$ cat src/rtl/alu_seq_pkg.sv
// Shared types and constants for the ALU command sequencer.
package alu_seq_pkg;

    localparam int unsigned DATA_W    = 8;
    localparam int unsigned SEL_W     = 3;
    localparam int unsigned DEPTH_DEF = 4;
    localparam int unsigned TAG_W_DEF = 4;

    localparam logic [SEL_W-1:0] SEL_AND = 3'b000;
    localparam logic [SEL_W-1:0] SEL_OR  = 3'b001;
    localparam logic [SEL_W-1:0] SEL_XOR = 3'b010;
    localparam logic [SEL_W-1:0] SEL_ADD = 3'b011;
    localparam logic [SEL_W-1:0] SEL_SUB = 3'b100;

    typedef struct packed {
        logic [SEL_W-1:0]  sel;
        logic [DATA_W-1:0] a;
        logic [DATA_W-1:0] b;
    } alu_cmd_t;

endpackage

$ cat src/rtl/alu_cmd_sequencer_if.sv
// Command and result channels of the ALU command sequencer.
// Optional OUT_ZERO wire present only when ALU_SEQ_ZERO_FLAG_EN is defined.
interface alu_cmd_sequencer_if #(
    parameter int unsigned TAG_W = alu_seq_pkg::TAG_W_DEF
);
    import alu_seq_pkg::*;

    logic              in_valid;
    logic              in_ready;
    logic [SEL_W-1:0]  in_sel;
    logic [DATA_W-1:0] in_a;
    logic [DATA_W-1:0] in_b;

    logic              out_valid;
    logic              out_ready;
    logic [DATA_W-1:0] out_data;
    logic              out_carry;
    logic [SEL_W-1:0]  out_sel;
    logic [TAG_W-1:0]  out_tag;
`ifdef ALU_SEQ_ZERO_FLAG_EN
    logic              out_zero;

    modport master (
        output in_valid, in_sel, in_a, in_b, out_ready,
        input  in_ready, out_valid, out_data, out_carry, out_sel, out_tag, out_zero
    );
    modport slave (
        input  in_valid, in_sel, in_a, in_b, out_ready,
        output in_ready, out_valid, out_data, out_carry, out_sel, out_tag, out_zero
    );
`else
    modport master (
        output in_valid, in_sel, in_a, in_b, out_ready,
        input  in_ready, out_valid, out_data, out_carry, out_sel, out_tag
    );
    modport slave (
        input  in_valid, in_sel, in_a, in_b, out_ready,
        output in_ready, out_valid, out_data, out_carry, out_sel, out_tag
    );
`endif

endinterface

$ cat src/rtl/alu_8bit.sv
// Combinational 8-bit ALU: AND/OR/XOR/ADD, SUB for opcodes 100..111.
module alu_8bit
    import alu_seq_pkg::*;
(
    input  logic [DATA_W-1:0] a,
    input  logic [DATA_W-1:0] b,
    input  logic [SEL_W-1:0]  sel,
    output logic [DATA_W:0]   o,
    output logic              carry
);

    logic [DATA_W:0] sum;
    logic [DATA_W:0] diff;

    assign sum  = {1'b0, a} + {1'b0, b};
    assign diff = {1'b0, a} - {1'b0, b};

    always_comb begin
        o     = '0;
        carry = 1'b0;
        case (sel)
            SEL_AND: o = {1'b0, a & b};
            SEL_OR:  o = {1'b0, a | b};
            SEL_XOR: o = {1'b0, a ^ b};
            SEL_ADD: begin
                o     = {1'b0, sum[DATA_W-1:0]};
                carry = sum[DATA_W];
            end
            default: begin
                o     = {1'b0, diff[DATA_W-1:0]};
                carry = diff[DATA_W];
            end
        endcase
    end

endmodule

$ cat src/rtl/alu_cmd_sequencer.sv
// Buffers ALU commands in a FIFO and issues one per cycle into a registered result stage.
// Optional zero flag: define ALU_SEQ_ZERO_FLAG_EN.
module alu_cmd_sequencer
    import alu_seq_pkg::*;
#(
    parameter int unsigned DEPTH = DEPTH_DEF,
    parameter int unsigned TAG_W = TAG_W_DEF
) (
    input  logic                clk,
    input  logic                rst,
    alu_cmd_sequencer_if.slave  bus
);

    localparam int unsigned PTR_W = (DEPTH > 1) ? $clog2(DEPTH) : 1;
    localparam int unsigned CNT_W = $clog2(DEPTH + 1);

    alu_cmd_t          fifo_mem [DEPTH];
    logic [PTR_W-1:0]  wr_ptr;
    logic [PTR_W-1:0]  rd_ptr;
    logic [CNT_W-1:0]  count;
    logic [TAG_W-1:0]  tag_cnt;

    alu_cmd_t          in_cmd;
    alu_cmd_t          head;
    logic              push;
    logic              pop;
    logic [DATA_W:0]   alu_o;
    logic              alu_carry;
    logic              alu_o_unused;

    assign in_cmd       = '{sel: bus.in_sel, a: bus.in_a, b: bus.in_b};
    assign head         = fifo_mem[rd_ptr];
    assign bus.in_ready = !rst && (count < CNT_W'(DEPTH));
    assign push         = bus.in_valid && bus.in_ready;
    // Pop uses the pre-edge count, so an entry pushed this cycle cannot issue yet.
    assign pop          = (count != '0) && (!bus.out_valid || bus.out_ready);
    assign alu_o_unused = alu_o[DATA_W];

    alu_8bit u_alu (
        .a     (head.a),
        .b     (head.b),
        .sel   (head.sel),
        .o     (alu_o),
        .carry (alu_carry)
    );

    // FIFO storage needs no reset; occupancy tracking qualifies every read.
    always_ff @(posedge clk) begin
        if (push) begin
            fifo_mem[wr_ptr] <= in_cmd;
        end
    end

    always_ff @(posedge clk) begin
        if (rst) begin
            wr_ptr        <= '0;
            rd_ptr        <= '0;
            count         <= '0;
            tag_cnt       <= '0;
            bus.out_valid <= 1'b0;
            bus.out_data  <= '0;
            bus.out_carry <= 1'b0;
            bus.out_sel   <= '0;
            bus.out_tag   <= '0;
`ifdef ALU_SEQ_ZERO_FLAG_EN
            bus.out_zero  <= 1'b0;
`endif
        end else begin
            if (push) begin
                wr_ptr <= (wr_ptr == PTR_W'(DEPTH - 1)) ? '0 : wr_ptr + PTR_W'(1);
            end

            if (pop) begin
                rd_ptr        <= (rd_ptr == PTR_W'(DEPTH - 1)) ? '0 : rd_ptr + PTR_W'(1);
                tag_cnt       <= tag_cnt + TAG_W'(1);
                bus.out_valid <= 1'b1;
                bus.out_data  <= alu_o[DATA_W-1:0];
                bus.out_carry <= alu_carry;
                bus.out_sel   <= head.sel;
                bus.out_tag   <= tag_cnt;
`ifdef ALU_SEQ_ZERO_FLAG_EN
                bus.out_zero  <= (alu_o[DATA_W-1:0] == DATA_W'(0));
`endif
            end else if (bus.out_valid && bus.out_ready) begin
                bus.out_valid <= 1'b0;
            end

            case ({push, pop})
                2'b10:   count <= count + CNT_W'(1);
                2'b01:   count <= count - CNT_W'(1);
                default: count <= count;
            endcase
        end
    end

endmodule

$ cat src/flat_wrapper.sv
// flat-port wrapper written by rule: the top's interface ports become plain ports
module alu_cmd_sequencer_flat import alu_seq_pkg::*;
#(
    parameter int unsigned DEPTH = DEPTH_DEF,
    parameter int unsigned TAG_W = TAG_W_DEF
)
  (clk, rst, bus_in_valid, bus_in_sel, bus_in_a, bus_in_b, bus_out_ready, bus_in_ready, bus_out_valid, bus_out_data, bus_out_carry, bus_out_sel, bus_out_tag);
  alu_cmd_sequencer_if #(.TAG_W(TAG_W)) bus_i ();
  input  logic clk;
  input  logic rst;
  input wire logic [$bits(bus_i.in_valid)-1:0] bus_in_valid;
  input wire logic [$bits(bus_i.in_sel)-1:0] bus_in_sel;
  input wire logic [$bits(bus_i.in_a)-1:0] bus_in_a;
  input wire logic [$bits(bus_i.in_b)-1:0] bus_in_b;
  input wire logic [$bits(bus_i.out_ready)-1:0] bus_out_ready;
  output wire logic [$bits(bus_i.in_ready)-1:0] bus_in_ready;
  output wire logic [$bits(bus_i.out_valid)-1:0] bus_out_valid;
  output wire logic [$bits(bus_i.out_data)-1:0] bus_out_data;
  output wire logic [$bits(bus_i.out_carry)-1:0] bus_out_carry;
  output wire logic [$bits(bus_i.out_sel)-1:0] bus_out_sel;
  output wire logic [$bits(bus_i.out_tag)-1:0] bus_out_tag;
  assign bus_i.in_valid = bus_in_valid;
  assign bus_i.in_sel = bus_in_sel;
  assign bus_i.in_a = bus_in_a;
  assign bus_i.in_b = bus_in_b;
  assign bus_i.out_ready = bus_out_ready;
  assign bus_in_ready = bus_i.in_ready;
  assign bus_out_valid = bus_i.out_valid;
  assign bus_out_data = bus_i.out_data;
  assign bus_out_carry = bus_i.out_carry;
  assign bus_out_sel = bus_i.out_sel;
  assign bus_out_tag = bus_i.out_tag;
  alu_cmd_sequencer #(.DEPTH(DEPTH), .TAG_W(TAG_W)) u_core (.clk(clk), .rst(rst), .bus(bus_i));
endmodule
$ cat config.mk
export PLATFORM = sky130hd
export DESIGN_NAME = alu_cmd_sequencer_flat
export DESIGN_NICKNAME = d
export VERILOG_FILES = /design/src/rtl/alu_seq_pkg.sv /design/src/rtl/alu_cmd_sequencer_if.sv /design/src/rtl/alu_8bit.sv /design/src/rtl/alu_cmd_sequencer.sv /design/src/flat_wrapper.sv
export SDC_FILE = /design/constraint.sdc
export NUM_CORES = 1
export LEC_CHECK = 0
export BUFFER_PORTS_ARGS = -buffer_cell sky130_fd_sc_hd__buf_2
export CAP_MARGIN = 20
export CORE_MARGIN = 1.5
export CORE_UTILIZATION = 40
export CTS_BUF_LIST = sky130_fd_sc_hd__clkbuf_4 sky130_fd_sc_hd__clkbuf_8 sky130_fd_sc_hd__clkbuf_16
export CTS_CLUSTER_SIZE = 10
export DETAILED_ROUTE_END_ITERATION = 10
export PLACE_DENSITY_LB_ADDON = 0.08
export SLEW_MARGIN = 20
export SYNTH_ARGS = -nofsm -noshare
export SYNTH_HDL_FRONTEND = slang
export SYNTH_HIERARCHICAL = 1
export SYNTH_SLANG_ARGS = --single-unit
$ cat constraint.sdc
create_clock -name clk -period 4.08 [get_ports clk]
set_clock_uncertainty 0.05 [all_clocks]
set_input_delay 1.02 -clock clk [delete_from_list [all_inputs] [get_ports clk]]
set_output_delay 1.02 -clock clk [all_outputs]
set_load 0.02 [all_outputs]
== Yosys cells after proc, flatten, opt, wreduce, memory -nomap -nowiden ==
Memories as Yosys holds them, arrays and structs flattened. A register that Yosys moved wholly into a read port is not among the register bits.
Cells that the tools add are included.

* Register bits after elaboration: 28
* Bits in writable memories: 76
* Output and inout port bits: 18
* Memories kept: 1

* Add/subtract/negate cells: 7
* Magnitude comparators: 1
* Equality and inequality tests: 7
* Muxes and demuxes: 11
* Bitwise logic cells: 3
* Reduce and logical (&&, ||, !) cells: 12

{| class="wikitable"
|+ Memories
! name !! depth !! bits a word !! read ports !! clocked after memory_dff !! write ports !! RTL line !! text
|-
| u_core.fifo_mem || 4 || 19 || 1 || 1 || 1 || alu_cmd_sequencer.sv:17 || <nowiki>alu_cmd_t fifo_mem [DEPTH];</nowiki>
|}

{| class="wikitable"
|+ Operators by type and width
! operator !! count
|-
| 8-bit one-hot mux with 4 select lines || 1
|-
| 8-bit by 8-bit adder with 9-bit output || 1
|-
| 8-bit by 8-bit subtractor with 9-bit output || 1
|-
| 8-bit bitwise AND || 1
|-
| 2-bit two-way mux || 4
|-
| 8-bit bitwise OR || 1
|-
| 8-bit XOR || 1
|-
| 2-bit == test, second input constant || 3
|-
| 3-bit by 2-bit == test with 1-bit output, second input constant || 2
|-
| 3-bit one-hot mux with 2 select lines || 1
|-
| 2-bit by 1-bit adder with 2-bit output, second input constant || 2
|-
| 4-bit by 1-bit adder with 4-bit output, second input constant || 1
|-
| 1-bit logical AND || 4
|-
| 1-bit two-way mux || 4
|-
| 2-bit nonzero test || 2
|-
| 3-bit by 1-bit adder with 3-bit output, second input constant || 1
|-
| 3-bit by 1-bit == test with 1-bit output, second input constant || 1
|-
| 3-bit zero test || 1
|-
| 3-bit < comparator, second input constant || 1
|-
| 3-bit nonzero test || 1
|-
| 3-bit OR reduction || 1
|-
| 3-bit by 1-bit subtractor with 3-bit output, second input constant || 1
|-
| 2-bit by 1-bit == test with 1-bit output, second input constant || 1
|-
| 1-bit zero test || 2
|-
| 2 further kinds || 2
|}

== Logic depth before layout (Yosys ltp) ==
* Depth in word-level cells: 5
* Depth in mapped cells: 13

== Hierarchy ==
The synthesis kept the hierarchy.

{| class="wikitable"
|+ Modules (own cells, without submodules)
! module !! times used !! cells an instance !! area each (µm²)
|-
| alu_cmd_sequencer || 1 || 248 || 4033.9
|-
| alu_8bit || 1 || 155 || 1093.5
|}

== Least setup slack after synthesis ==
No wires, ideal clock.

* Kind: register to register
* Start: reg with a tool-made name
* End: reg u_core.bus.out_data[6]
* Library setup time: 0.070 ns
* Arrival: 2.961 ns
* Required time: 3.960 ns
* Slack: 0.998 ns
* Cell stages (with the launch flop): 13
* Path buffers: 2
* Clock period less this slack: 3.082 ns
* Cell sequence: dfxtp_1 buf_4 buf_4 mux4_2 ha_1 fa_1 a21oi_1 o21ai_1 a31o_2 a221oi_1 a2bb2oi_1 nand3_1 a21oi_1

{| class="wikitable"
|+ RTL lines
! item !! RTL line !! text
|-
| end signal, assigned || alu_cmd_sequencer.sv:77 || <nowiki>bus.out_data <= alu_o[DATA_W-1:0];</nowiki>
|-
| end, declared || alu_cmd_sequencer_if.sv:38 || <nowiki>output in_ready, out_valid, out_data, out_carry, out_sel, out_tag</nowiki>
|}

==> flow_metrics.tcl <==
set metrics [dict create \
    status "complete, no violations" \
    cts.hold.buffers_added 0 \
    arrival_ns 3.53 \
    grt.busiest_layer "met2" \
    mean_post_synth_cell_area_um2 12.8 \
    cell_breakdown_of_the_critical_path "buf_4 > mux4_2 > inv_1 > ha_1 > nor2_2 > a221oi_2 > a211oi_1 > or4_1 > nand4_1 > nand3_1 > a21oi_1" \
    critPathMaxFanout 10 \
    power.share.sequential 0.305 \
    pin_count_of_the_biggest_net_entering_global_routing 31 \
    avgRoutedWirePerCell_um 16.5 \
    netlist_instances 401 \
    layout.core_utilization 0.463 \
    reg2regPathDepth 11 \
    total_switching_power_w 0.00182 \
    boundaryPins 41 \
    post_route_drc_violation_count 0 \
    worst_skew_pair.late_latency_ns 0.35 \
    clkSinkCount 106 \
    timing_hold_violations_final 0 \
    category_of_the_worst_setup_path_launch_point "flop" \
    grt.met1_usage 0.239 \
    cts.clk_slew.worst_paths_ns 0.06 \
    grtUsageTotal 0.167 \
    cpMaxStageDelayCell "sky130_fd_sc_hd__dfxtp_1" \
    die_x_um 116 \
    cpPeakStageDelay_ns 0.58 \
    layout.cells.most_common "sky130_fd_sc_hd__edfxtp_1" \
    yosys_warnings 6 \
    timing.setup.tns_ns 0 \
    endpoint "u_core/bus.out_data[7]$_SDFFE_PP0N_" \
    grtUsageMet2 0.247 \
    mostFrequentLayoutCells "sky130_fd_sc_hd__edfxtp_1, sky130_fd_sc_hd__buf_2, sky130_fd_sc_hd__a21oi_1" \
    tritoncts "built" \
    rsz_0062_raised_after_global_routing "no" \
    grt_first_pass_wirelength_um 16600 \
    grt_pass1_vias 3113 \
    slew_headroom 0.441 \
    place.gp.congestion 0.829 \
    pwr-share-comb 0.491 \
    cts_inserted_buffers 9 \
    power_density_of_the_placed_cells_nw_per_um2 796 \
    critical_path.reg2reg.endpoint "u_core/bus.out_data[7]$_SDFFE_PP0N_" \
    fin_nets 497 \
    die_area_um2 13500 \
    timing.final.setup_violations 0 \
    antenna_violating_nets_post_route 0 \
    ctsHtreeMaxLevel 3 \
    rows 41 \
    detailedRoute.firstPassIterationCount 4 \
    dieHeight_um 116 \
    numPortBuffers 40 \
    cts_repair_resize_count 0 \
    postLayoutCellArea_um2 5820 \
    core_um2 12600 \
    power_leakage_nw 2.17 \
    synth_fp_nets 458 \
    antenna-diode-count 0 \
    synth_area_um2 5120 \
    timing.final.crit_share 0.807 \
    clk_root_buffer_cell "sky130_fd_sc_hd__clkbuf_16" \
    clkPwrFrac 0.204 \
    fillerInstances 1156 \
    timing.critical_path.to_type "flop" \
    final_layout_size_suffix_gt1_frac 0.213 \
    gr-usage-met3 0.0368 \
    area.growth.synth_to_final_pct 13.8 \
    timing_max_transition_violations_final 0 \
    drt_iter0_drc 240 \
    route.detailed.vias_per_inst 5.21 \
    timing.fmax_mhz 304 \
    maxCapViolations 0 \
    post_cts_buffers 0 \
    grt_remaining_overflow 0 \
    tightestPinTransition_ns 0.839 \
    sw_frac_of_total 0.393 \
    postRouteWirelength_um 10200 \
    intPower_w 0.00281 \
    cts_max_path_buffers 2 \
    place_area_um2 5490 \
    grt_antenna_before_repair 0 \
    finalCriticalPeriod_ns 3.29 \
    vias 3217 \
    dp_hpwl_um 6950 \
    floorplan.initialDensity 0.407 \
    timing.hold.worst.class "flop to flop" \
    setup_slack_of_the_worst_register_to_register_path_ns 0.79 \
    hold_slack_ns 0.420 \
    cp.required_ns 4.31 \
    vdd_drop_max_mv 0.276 \
    criticalPathCategory "flop to flop" \
]
-- worst min path at each step --
stage / slack [ns] / from / end / depth (start not counted)
6_report: 0.42 / u_core/bus.out_sel[2]$_SDFFE_PP0N_ / u_core/bus.out_sel[2]$_SDFFE_PP0N_ / 2
2_1_floorplan: 0.40 / u_core/tag_cnt[3]$_SDFFE_PP0N_ / u_core/bus.out_tag[3]$_SDFFE_PP0N_ / 2
4_1_cts: 0.42 / u_core/bus.out_sel[2]$_SDFFE_PP0N_ / u_core/bus.out_sel[2]$_SDFFE_PP0N_ / 2
5_1_grt: 0.44 / u_core/bus.out_sel[2]$_SDFFE_PP0N_ / u_core/bus.out_sel[2]$_SDFFE_PP0N_ / 2
3_5_place_dp: 0.42 / u_core/bus.out_sel[2]$_SDFFE_PP0N_ / u_core/bus.out_sel[2]$_SDFFE_PP0N_ / 2
3_3_place_gp: 0.41 / u_core/bus.out_tag[2]$_SDFFE_PP0N_ / u_core/bus.out_tag[2]$_SDFFE_PP0N_ / 2
-- per-stage QoR --
step	total power (W)	setup slack [ns]	cells
detailed placement	0.00371	0.763	601
floorplan	0.00321	0.998	401
CTS	0.00467	0.728	617
global route	0.00501	0.439	617
finish	0.00463	0.786	617
global placement	0.00369	0.811	601
-- power by group through the flow --
stage | combinational [W] | clock [W] | sequential (W)
floorplan | 0.00176 | 0 | 0.00145
global placement | 0.00225 | 0 | 0.00143
detailed placement | 0.00227 | 0 | 0.00144
CTS | 0.00229 | 0.000968 | 0.00141
global route | 0.00256 | 0.00102 | 0.00144
finish | 0.00228 | 0.000945 | 0.00141
-- area by class of cell --
class / instances / area [um2] / share of cell area
clock buffers: 13 / 268 / 0.0460
clock inverters: 3 / 63.8 / 0.0110
multi-input cells: 237 / 1980 / 0.341
flip-flops and latches: 106 / 2880 / 0.495
inverters: 36 / 135 / 0.0232
repair buffers: 50 / 275 / 0.0473
well taps: 172 / 215 / 0.0370
-- worst max-delay path, delay by kind of cell (launching register included) --
kind	cells	cell delay, ns
simple gates	4	0.77
compound gates	3	0.54
flops	1	0.58
buf+inv	2	0.40
mux	1	0.56
fa+ha+maj	1	0.31
-- routing by layer --
metal | vias up | part of all wire
li1 | 1583 | -
met1 | 1555 | 0.48
met2 | 64 | 0.45
met3 | 15 | 0.045
met4 | 0 | 0.020
met5 | - | 0
-- flip-flops by register name (all words and copies together), names as in the netlist, named ones only --
signal                cells
u_core/bus.out_carry      1
u_core/bus.out_data       8
u_core/bus.out_tag        4
u_core/rd_ptr             2
u_core/count              3
u_core/tag_cnt            4
u_core/bus.out_valid      1
u_core/bus.out_sel        3
u_core/fifo_mem          76
u_core/wr_ptr             2
No activity file was read; power rests on OpenSTA's default activity.
